==> src/rtl/riscv_mmio_pkg.sv <==
`default_nettype none
// ============================================================================
// Module      : riscv_mmio_pkg
// Description : Shared address map and status bit layout for the Riscv151
//               memory-mapped UART / counter block.
// Revision    : 1.0 - initial release
// ============================================================================
package riscv_mmio_pkg;

  // Upper 24 address bits that select the MMIO window
  localparam logic [23:0] MMIO_BASE = 24'h800000;

  // Register offsets inside the window
  localparam logic [7:0] UART_CTRL = 8'h00;
  localparam logic [7:0] UART_RX   = 8'h04;
  localparam logic [7:0] UART_TX   = 8'h08;
  localparam logic [7:0] CYC_CNT   = 8'h10;
  localparam logic [7:0] INST_CNT  = 8'h14;
  localparam logic [7:0] CNT_RST   = 8'h18;

  // Status register bit positions
  localparam int STAT_TX_FREE     = 0;
  localparam int STAT_RX_NONEMPTY = 1;

  // True when the address falls inside the MMIO window
  function automatic logic in_mmio_window(input logic [31:0] a);
    return (a[31:8] == MMIO_BASE);
  endfunction

endpackage
`default_nettype wire

==> src/rtl/sync_fifo.sv <==
`default_nettype none
// ============================================================================
// Module      : sync_fifo
// Description : Single-clock FIFO with registered pointers. Push on full and
//               pop on empty are ignored. Pointers carry one extra wrap bit.
// Revision    : 1.0 - initial release
// ============================================================================
module sync_fifo #(
  parameter int WIDTH = 8,
  parameter int DEPTH = 8
) (
  input  logic             clk,
  input  logic             rst,
  input  logic             push_i,
  input  logic [WIDTH-1:0] din_i,
  input  logic             pop_i,
  output logic             full_o,
  output logic             empty_o,
  output logic [WIDTH-1:0] head_o
);

  localparam int AW = $clog2(DEPTH);

  logic [AW:0]      wr_ptr_q, wr_ptr_d;
  logic [AW:0]      rd_ptr_q, rd_ptr_d;
  logic [WIDTH-1:0] mem_q [DEPTH];
  logic             do_push;
  logic             do_pop;

  // Same index with differing wrap bit means the buffer is full
  assign empty_o = (wr_ptr_q == rd_ptr_q);
  assign full_o  = (wr_ptr_q[AW] != rd_ptr_q[AW]) &&
                   (wr_ptr_q[AW-1:0] == rd_ptr_q[AW-1:0]);
  assign head_o  = mem_q[rd_ptr_q[AW-1:0]];

  assign do_push = push_i && !full_o;
  assign do_pop  = pop_i && !empty_o;

  // Next-state pointer arithmetic
  always_comb begin
    wr_ptr_d = wr_ptr_q;
    rd_ptr_d = rd_ptr_q;
    if (do_push) wr_ptr_d = wr_ptr_q + (AW+1)'(1);
    if (do_pop)  rd_ptr_d = rd_ptr_q + (AW+1)'(1);
  end

  // Pointer registers
  always_ff @(posedge clk) begin
    if (rst) begin
      wr_ptr_q <= '0;
      rd_ptr_q <= '0;
    end else begin
      wr_ptr_q <= wr_ptr_d;
      rd_ptr_q <= rd_ptr_d;
    end
  end

  // Storage array; contents are don't-care while empty, so no reset
  always_ff @(posedge clk) begin
    if (do_push) mem_q[wr_ptr_q[AW-1:0]] <= din_i;
  end

endmodule
`default_nettype wire

==> src/rtl/uart_mmio.sv <==
`default_nettype none
// ============================================================================
// Module      : uart_mmio
// Description : MMIO decode for the Riscv151 memory stage: UART status,
//               buffered RX, TX holding register, cycle and instruction
//               counters, and a registered load-data port.
// Revision    : 1.0 - initial release
// ============================================================================
module uart_mmio
  import riscv_mmio_pkg::*;
#(
  parameter int RX_FIFO_DEPTH = 8
) (
  input  logic        clk,
  input  logic        rst,
  input  logic [31:0] addr,
  input  logic [31:0] wdata,
  input  logic        we,
  input  logic        re,
  input  logic        instr_commit,
  output logic [31:0] rdata,
  output logic [7:0]  uart_tx_data,
  output logic        uart_tx_valid,
  input  logic        uart_tx_ready,
  input  logic [7:0]  uart_rx_data,
  input  logic        uart_rx_valid,
  output logic        uart_rx_ready
);

  logic [31:0] rdata_q, rdata_d;
  logic [7:0]  tx_data_q, tx_data_d;
  logic        tx_valid_q, tx_valid_d;
  logic [31:0] cyc_cnt_q, cyc_cnt_d;
  logic [31:0] inst_cnt_q, inst_cnt_d;

  logic        in_win;
  logic [7:0]  off;
  logic        fifo_full;
  logic        fifo_empty;
  logic [7:0]  fifo_head;
  logic        rx_pop;
  logic        tx_wr;
  logic        cnt_clr;
  logic [31:0] status;
  logic [31:0] rd_val;
  logic        unused_wdata;

  assign unused_wdata = ^wdata[31:8];

  assign in_win  = in_mmio_window(addr);
  assign off     = addr[7:0];

  // A store always takes priority over a simultaneous load
  assign rx_pop  = re && !we && in_win && (off == UART_RX);
  assign tx_wr   = we && in_win && (off == UART_TX) && !tx_valid_q;
  assign cnt_clr = we && in_win && (off == CNT_RST);

  assign uart_rx_ready = !rst && !fifo_full;
  assign uart_tx_valid = tx_valid_q;
  assign uart_tx_data  = tx_data_q;
  assign rdata         = rdata_q;

  sync_fifo #(
    .WIDTH (8),
    .DEPTH (RX_FIFO_DEPTH)
  ) u_rx_fifo (
    .clk     (clk),
    .rst     (rst),
    .push_i  (uart_rx_valid && uart_rx_ready),
    .din_i   (uart_rx_data),
    .pop_i   (rx_pop),
    .full_o  (fifo_full),
    .empty_o (fifo_empty),
    .head_o  (fifo_head)
  );

  // Status word assembled from the live TX/RX state
  always_comb begin
    status                   = '0;
    status[STAT_TX_FREE]     = !tx_valid_q;
    status[STAT_RX_NONEMPTY] = !fifo_empty;
  end

  // Load data mux; unmapped and out-of-window addresses read zero
  always_comb begin
    rd_val = '0;
    if (in_win) begin
      case (off)
        UART_CTRL: rd_val = status;
        UART_RX:   rd_val = fifo_empty ? 32'd0 : {24'd0, fifo_head};
        CYC_CNT:   rd_val = cyc_cnt_q;
        INST_CNT:  rd_val = inst_cnt_q;
        default:   rd_val = '0;
      endcase
    end
  end

  // Next-state for load data, TX holding register and counters
  always_comb begin
    rdata_d    = rdata_q;
    tx_valid_d = tx_valid_q;
    tx_data_d  = tx_data_q;
    cyc_cnt_d  = cyc_cnt_q + 32'd1;
    inst_cnt_d = inst_cnt_q + {31'd0, instr_commit};

    if (re) rdata_d = we ? 32'd0 : rd_val;

    // Write only lands when idle, so a write during handshake completion drops
    if (tx_wr) begin
      tx_valid_d = 1'b1;
      tx_data_d  = wdata[7:0];
    end else if (tx_valid_q && uart_tx_ready) begin
      tx_valid_d = 1'b0;
    end

    if (cnt_clr) begin
      cyc_cnt_d  = '0;
      inst_cnt_d = '0;
    end
  end

  // State registers
  always_ff @(posedge clk) begin
    if (rst) begin
      rdata_q    <= '0;
      tx_valid_q <= 1'b0;
      tx_data_q  <= '0;
      cyc_cnt_q  <= '0;
      inst_cnt_q <= '0;
    end else begin
      rdata_q    <= rdata_d;
      tx_valid_q <= tx_valid_d;
      tx_data_q  <= tx_data_d;
      cyc_cnt_q  <= cyc_cnt_d;
      inst_cnt_q <= inst_cnt_d;
    end
  end

endmodule
`default_nettype wire

==> config.mk <==
export PLATFORM = sky130hd
export DESIGN_NAME = uart_mmio
export DESIGN_NICKNAME = d
export VERILOG_FILES = /design/src/rtl/riscv_mmio_pkg.sv /design/src/rtl/sync_fifo.sv /design/src/rtl/uart_mmio.sv
export SDC_FILE = /design/constraint.sdc
export NUM_CORES = 1
export LEC_CHECK = 0
export ABC_CLOCK_PERIOD_IN_PS = 2900
export CORE_ASPECT_RATIO = 0.75
export CORE_MARGIN = 8
export CORE_UTILIZATION = 49
export DETAILED_ROUTE_END_ITERATION = 16
export GPL_TIMING_DRIVEN = 0
export HOLD_SLACK_MARGIN = 0.02
export PLACE_DENSITY_LB_ADDON = 0.25
export SLEW_MARGIN = 20
export SYNTH_ARGS = -nofsm -noshare
export SYNTH_HDL_FRONTEND = slang
export SYNTH_SLANG_ARGS = --single-unit
==> constraint.sdc <==
create_clock -name clk -period 2.9 [get_ports clk]
set_clock_uncertainty 0.2 [all_clocks]
set_input_delay 0.725 -clock clk [delete_from_list [all_inputs] [get_ports clk]]
set_output_delay 0.725 -clock clk [all_outputs]
set_load 0.05 [all_outputs]
After elaboration in Yosys (flattened, before gate mapping)
Memory sizes are Yosys's and may differ from the RTL's. A register that Yosys moved wholly into a read port is not among the register bits.
Cells that the tools add are included.
{"block": "classes", "n_addsub": 4, "eq_ne": 9, "n_mux": 10, "n_reduce_logical": 21}
{"op": "$pmux W32 S4", "n": 1}
{"op": "$mux W32", "n": 2}
{"op": "$add A32 B1 Y32", "n": 1}
{"op": "$add A32 B1 Y32 const B", "n": 1}
{"op": "$eq A24 B24 Y1 const B", "n": 1}
{"op": "$eq A8 B5 Y1 const B", "n": 3}
{"op": "$logic_and A1 B1 Y1", "n": 13}
{"op": "$add A4 B1 Y4 const B", "n": 2}
{"op": "$eq A8 B3 Y1 const B", "n": 1}
{"op": "$eq A8 B4 Y1 const B", "n": 1}
{"op": "$logic_not A8 Y1", "n": 1}
{"op": "$mux W8", "n": 1}
{"op": "$mux W3", "n": 2}
{"op": "$logic_not A1 Y1", "n": 5}
{"op": "$eq A4 B4 Y1", "n": 1}
{"op": "$mux W1", "n": 4}
{"op": "$eq A3 B3 Y1", "n": 1}
{"op": "$reduce_bool A2 Y1", "n": 1}
{"op": "$reduce_or A2 Y1", "n": 1}
{"op": "$ne A1 B1 Y1", "n": 1}
{"block": "totals", "reg_bits": 113, "ramBits": 64, "out_inout_bits": 42, "word_cells": 52, "mem_count": 1}
{"memory": "u_rx_fifo.mem_q", "depth": 8, "width": 8, "read_ports": 1, "rd_ports_with_merged_regs": 1, "wr": 1, "line_no": "sync_fifo.sv:26", "rtl": "logic [WIDTH-1:0] mem_q [DEPTH];"}

Longest topological paths before layout
{"block": "logic_depth", "depth_word": 8, "mapped_depth": 7, "depth_no_buf": 7}

Modules after synthesis
A second synthesis with hierarchy kept.
{"block": "unflattened", "hier_cells": 715, "area_unflattened_um2": 7781.2}
{"mod": "uart_mmio", "n_inst": 1, "cells_per_inst": 538, "area_each_um2": 4615.7}
{"mod": "sync_fifo", "n_inst": 1, "cells_per_inst": 177, "area_each_um2": 3165.5}

Worst setup path after synthesis
Ideal clock, no wire load.
{"block": "synth_path", "path_kind": "input port to flip-flop", "start": "input rst", "end": "memory u_rx_fifo.mem_q[0][0], enable pin", "setup_ps": 395, "t_arrival_ps": 3119, "t_required_ps": 2305, "path_slack_ps": -814, "path_stages": 4, "path_buffers": 1, "cell_sequence": "clkbuf_1 > a41oi_1 > nand2_1 > nor4_1"}
{"block": "synth_via", "elab_chain_cells": 6}
{"item": "start: declaration", "line_no": "uart_mmio.sv:15", "rtl": "input logic rst,"}
{"item": "$logic_not A1 Y1", "line_no": "uart_mmio.sv:58", "rtl": "assign uart_rx_ready = !rst && !fifo_full;"}
{"item": "$logic_and A1 B1 Y1", "line_no": "uart_mmio.sv:58"}
{"item": "named net uart_rx_ready", "line_no": "uart_mmio.sv:27", "rtl": "output logic uart_rx_ready"}
{"item": "$logic_and A1 B1 Y1", "line_no": "uart_mmio.sv:69", "rtl": ".push_i (uart_rx_valid && uart_rx_ready),"}
{"item": "$logic_and A1 B1 Y1", "line_no": "sync_fifo.sv:36", "rtl": "assign do_push = push_i && !full_o;"}
{"item": "$mux W1", "line_no": "sync_fifo.sv:60", "rtl": "if (do_push) mem_q[wr_ptr_q[AW-1:0]] <= din_i;"}
{"item": "$mux W1 (implied by the code)", "line_no": "sync_fifo.sv:60"}
{"item": "end: declaration", "line_no": "sync_fifo.sv:26"}
The timed path passes the listed nets, and every way through them passes these cells.

Final worst setup path
{"block": "layout_path", "start": "input addr[0]", "end": "register rdata_q[13] (netlist: rdata[13])"}
{"block": "layout_via", "elab_chain_cells": 4, "elab_cells_between_ends": 7, "cone_classes": "eq/ne (3); mux (3); reduce/logical (1)"}
{"item": "start: declaration", "line_no": "uart_mmio.sv:16", "rtl": "input logic [31:0] addr,"}
{"item": "$eq A8 B5 Y1, or another cell as far along", "line_no": "uart_mmio.sv:88", "rtl": "case (off)"}
{"item": "$pmux W32 S4 *", "line_no": "uart_mmio.sv:88"}
{"item": "$mux W32 *", "line_no": "uart_mmio.sv:87", "rtl": "if (in_win) begin"}
{"item": "$mux W32 *", "line_no": "uart_mmio.sv:106", "rtl": "if (re) rdata_d = we ? 32'd0 : rd_val;"}
{"item": "end signal: assignment", "line_no": "uart_mmio.sv:131", "rtl": "rdata_q <= rdata_d;"}
{"item": "end: declaration", "line_no": "uart_mmio.sv:30", "rtl": "logic [31:0] rdata_q, rdata_d;"}
Every way passes the cells marked *; elsewhere a longest branch is shown, timed or not.
A chain may end at the register's enable or synchronous reset.

==> metrics.txt <==
crit-path max cell delay 0.45 ns; hold depth 2; largest net degree at the start of global routing 17; maximum clock rate 363 MHz; Clock Path Buffers 2; Die W 162 um; Rows 40; first-pass GRT wire length approximately 31000 um; layout cells sized above 1 12.4%; Switching Share 21.8%; placed cell area 9070 um2; Worst-path clk slew roughly 0.070 ns; Initial DRC Count 529; # diodes 0; highest routed layer met4; leakage 3.20 nW; global route total overflow 0; Max stage delay cell, worst path clkbuf_1; CP cell instances clkdlybuf4s50_1, nor3_1, and4_1, buf_2, clkbuf_1, a22o_1, nand2_1, a21oi_1; root buf cell clkbuf_16; CTS H-Tree Depth 4; # nets final roughly 930; mux cell area share after synthesis 8.13%; post-synthesis cell count 729; worst flop-to-flop path endpoint cyc_cnt_q[26]; max-cap violation count 0; CTS tree yes; Worst EP arrival 2.91 ns; power share of the combinational group 4.4%; cell total after placement roughly 1000; GR Util All Layers between 10% and 20%; critical path startpoint category input pin; vias in the first global route ~6000; die extent in y 125 um; register area share after synthesis 54.5%; final setup violating endpoints 0; pwr/cell area 539 nW/um2; CP Capture Type flip-flop; delay-heaviest family, CP buffers and inverters; Hold Crit Endpoint rdata[18]; GP Congestion around 0.84; router iterations before antenna repair 5; DRC violations left 0; vias per inst between 5 and 6; DP HPWL about 14000 um; most frequent cells in the layout 116 x dfxtp_1, 94 x clkdlybuf4s50_1, 92 x nor2_1, 80 x nand2_1, 64 x edfxtp_1; syn_area_per_cell ~11 um2; TNS Setup 0 ns; Fin. Hold Viols 0; Metal-1 WL a little over 9000 um; Final min period around 2.8 ns; Die ar. 20200 um2; Post-Syn Area 7790 um2; Crit Path Category input pin to flip-flop; Layout area overhead 24.9%; CTS Buf Count 17; HP Class flip-flop to flip-flop; Bufs and invs on worst path 3; Initial Util 49.4%; routed via count approximately 6000; Core Region 15800 um2; status complete, no violations; Final Power 5.24 mW; Skew-Pair Late Insertion Delay roughly 0.43 ns; reg-to-reg startpoint cyc_cnt_q[2]; # IOs 121; initial antenna violation count 0; Register-to-Register Path Depth 6; routed length per instance 18.4 um; Pint 4.10 mW; post-synth net total 813; peak supply drop 0.000381 V; Layout Cells excl Fill 1070; Max Transition Viols Final 0; Post-Synth XOR/XNOR Area about 7.3%; Synth Warn # 0; hold buffer count at cts 0; routed wl met3 between 1500 and 2000 um; Hold Crit Start rdata[18]; post-route cell area 9730 um2; Final Cycle Share a little over nine tenths; Register-to-Register Setup Slack 0.26 ns; Clock Power Share ~45%; Synth Area in Adders 0.803%; WL met2 roughly 8600 um; Yosys reg bits 180; Slew headroom 28.9%; largest family of logic cells by synthesized area simple AND/OR/NAND/NOR gates; CP Max Fanout 10; simple logic cell fraction of the synthesized area roughly a fifth; Post-DRT Antenna Nets 0; clock sinks 180; final WL 19700 um; Worst EP required 3.06 ns; I/O Buffers 95; Synth Area in Compound Gates 6.73%; Flop pwr share between 50 and 60%; Synth cell types 47; Sw Pwr 1.14 mW; worst setup margin 0.143 ns; most common cell after layout, fill and taps aside dfxtp_1; Slew @ Worst Pin 1.06 ns; worst slack, placed -0.631 ns
worst reg2reg max path, cell delays in order (launching register included):
cell and delay (ns):
dfxtp_1 0.31, clkbuf_1 0.28, nand4_1 0.24, nor4_1 0.94
nand3_1 0.28, xor2_1 0.21, nor2_1 0.11
power by group through the flow:
| stage | clock network [mW] | logic, mW | registers (mW) |
|---|---|---|---|
| 2_1_floorplan | 0 | 0.100 | 2.70 |
| 3_3_place_gp | 0 | 0.221 | 2.70 |
| 3_5_place_dp | 0 | 0.230 | 2.70 |
| 4_1_cts | 2.39 | 0.231 | 2.64 |
| 5_1_grt | 2.50 | 0.250 | 2.64 |
| 6_report | 2.36 | 0.232 | 2.64 |
what timing repair did:
action,4_1_cts,5_1_grt
buffers inserted,0,2
gates resized for setup,4,4
pin swaps,0,1
endpoints found under the setup margin,4,15
registers in the layout, indices dropped and copies added (netlist names), named ones only:
| name | flops |
|---|---|
| u_rx_fifo.mem_q | 64 |
| uart_tx_data | 8 |
| inst_cnt_q | 32 |
| uart_tx_valid | 1 |
| cyc_cnt_q | 32 |
| u_rx_fifo.wr_ptr_q | 4 |
| rdata | 32 |
| u_rx_fifo.rd_ptr_q | 4 |
stage by stage:
stage | utilization [%] | hold slack (ns)
after floorplan | - | 0.237
after global placement | 57.3 | 0.249
after detailed placement | 57.5 | 0.256
after CTS | 61.5 | 0.267
after global routing | 61.7 | 0.282
final | 61.7 | 0.264
layer usage:
metal / vias to the layer above / global-route usage, %
li1: 2862 / -
met1: 2929 / 26.7
met2: 227 / 28.4
met3: 24 / 6.16
met4: 0 / 6.03
met5: - / 0
cell usage after synthesis, drive strengths merged:
cell type / n / share of area [%]
a21oi: 38 / 2.4
or3b: 1 / 0.14
and3: 6 / 0.48
mux4: 16 / 4.6
a211oi: 3 / 0.29
o31ai: 1 / 0.096
nor3: 22 / 1.5
edfxtp: 64 / 25
mux2: 10 / 1.4
xnor2: 34 / 3.8
dfxtp: 116 / 30
nand4: 21 / 1.8
or2b: 2 / 0.19
and4b: 2 / 0.31
nand2: 80 / 3.9
buf: 20 / 1.3
nor2b: 3 / 0.24
nand3: 33 / 2.1
a222oi: 1 / 0.13
nand2b: 3 / 0.24
or3: 3 / 0.24
and4: 8 / 0.90
xor2: 31 / 3.5
nor4: 23 / 2.4
and2: 4 / 0.32
a31o: 1 / 0.11
mux2i: 16 / 2.1
o21ai: 4 / 0.26
a22o: 24 / 2.7
a221oi: 1 / 0.11
clkbuf: 18 / 0.88
nor2: 92 / 4.4
or2: 1 / 0.080
nor4b: 1 / 0.19
a41oi: 1 / 0.11
nor3b: 1 / 0.16
nand3b: 1 / 0.096
or4: 1 / 0.096
inv: 12 / 0.58
ha: 5 / 0.80
a22oi: 5 / 0.48
how the worst max path moves through the flow:
| stage | startpoint | to | slack [ns] | cells past startpoint |
|---|---|---|---|---|
| 6_report | addr[0] | rdata[13] | 0.14 | 8 |
| 5_1_grt | addr[4] | u_rx_fifo.rd_ptr_q[3] | -0.01 | 6 |
| 3_5_place_dp | instr_commit | inst_cnt_q[16] | -0.63 | 8 |
| 3_3_place_gp | instr_commit | inst_cnt_q[16] | -0.49 | 8 |
| 4_1_cts | instr_commit | inst_cnt_q[16] | 0.1 | 8 |
| 2_1_floorplan | rst | u_rx_fifo.mem_q[1][0] | -0.007 | 4 |
cell families (layout without fill, tap and decap cells):
kind of cell / Yosys count / in the layout
adders and majority gates: 5 / 5
buffers and inverters: 50 / 181
muxes: 42 / 42
and+or+nand+nor: 308 / 308
AOI/OAI and AO/OA: 79 / 79
DFF: 180 / 180
xor gates and xnor gates: 65 / 65
layout make-up:
type                    count  area (um2)
multi-input cells         499        3420
clock inverters            12         144
flip-flops and latches    180        4240
plain buffers              38         169
fillers                  1259        6030
repair buffers             99         982
inverters                  12        45.0
well taps                 210         263
clock buffers              20         467
(Power assumes the default switching activity.)
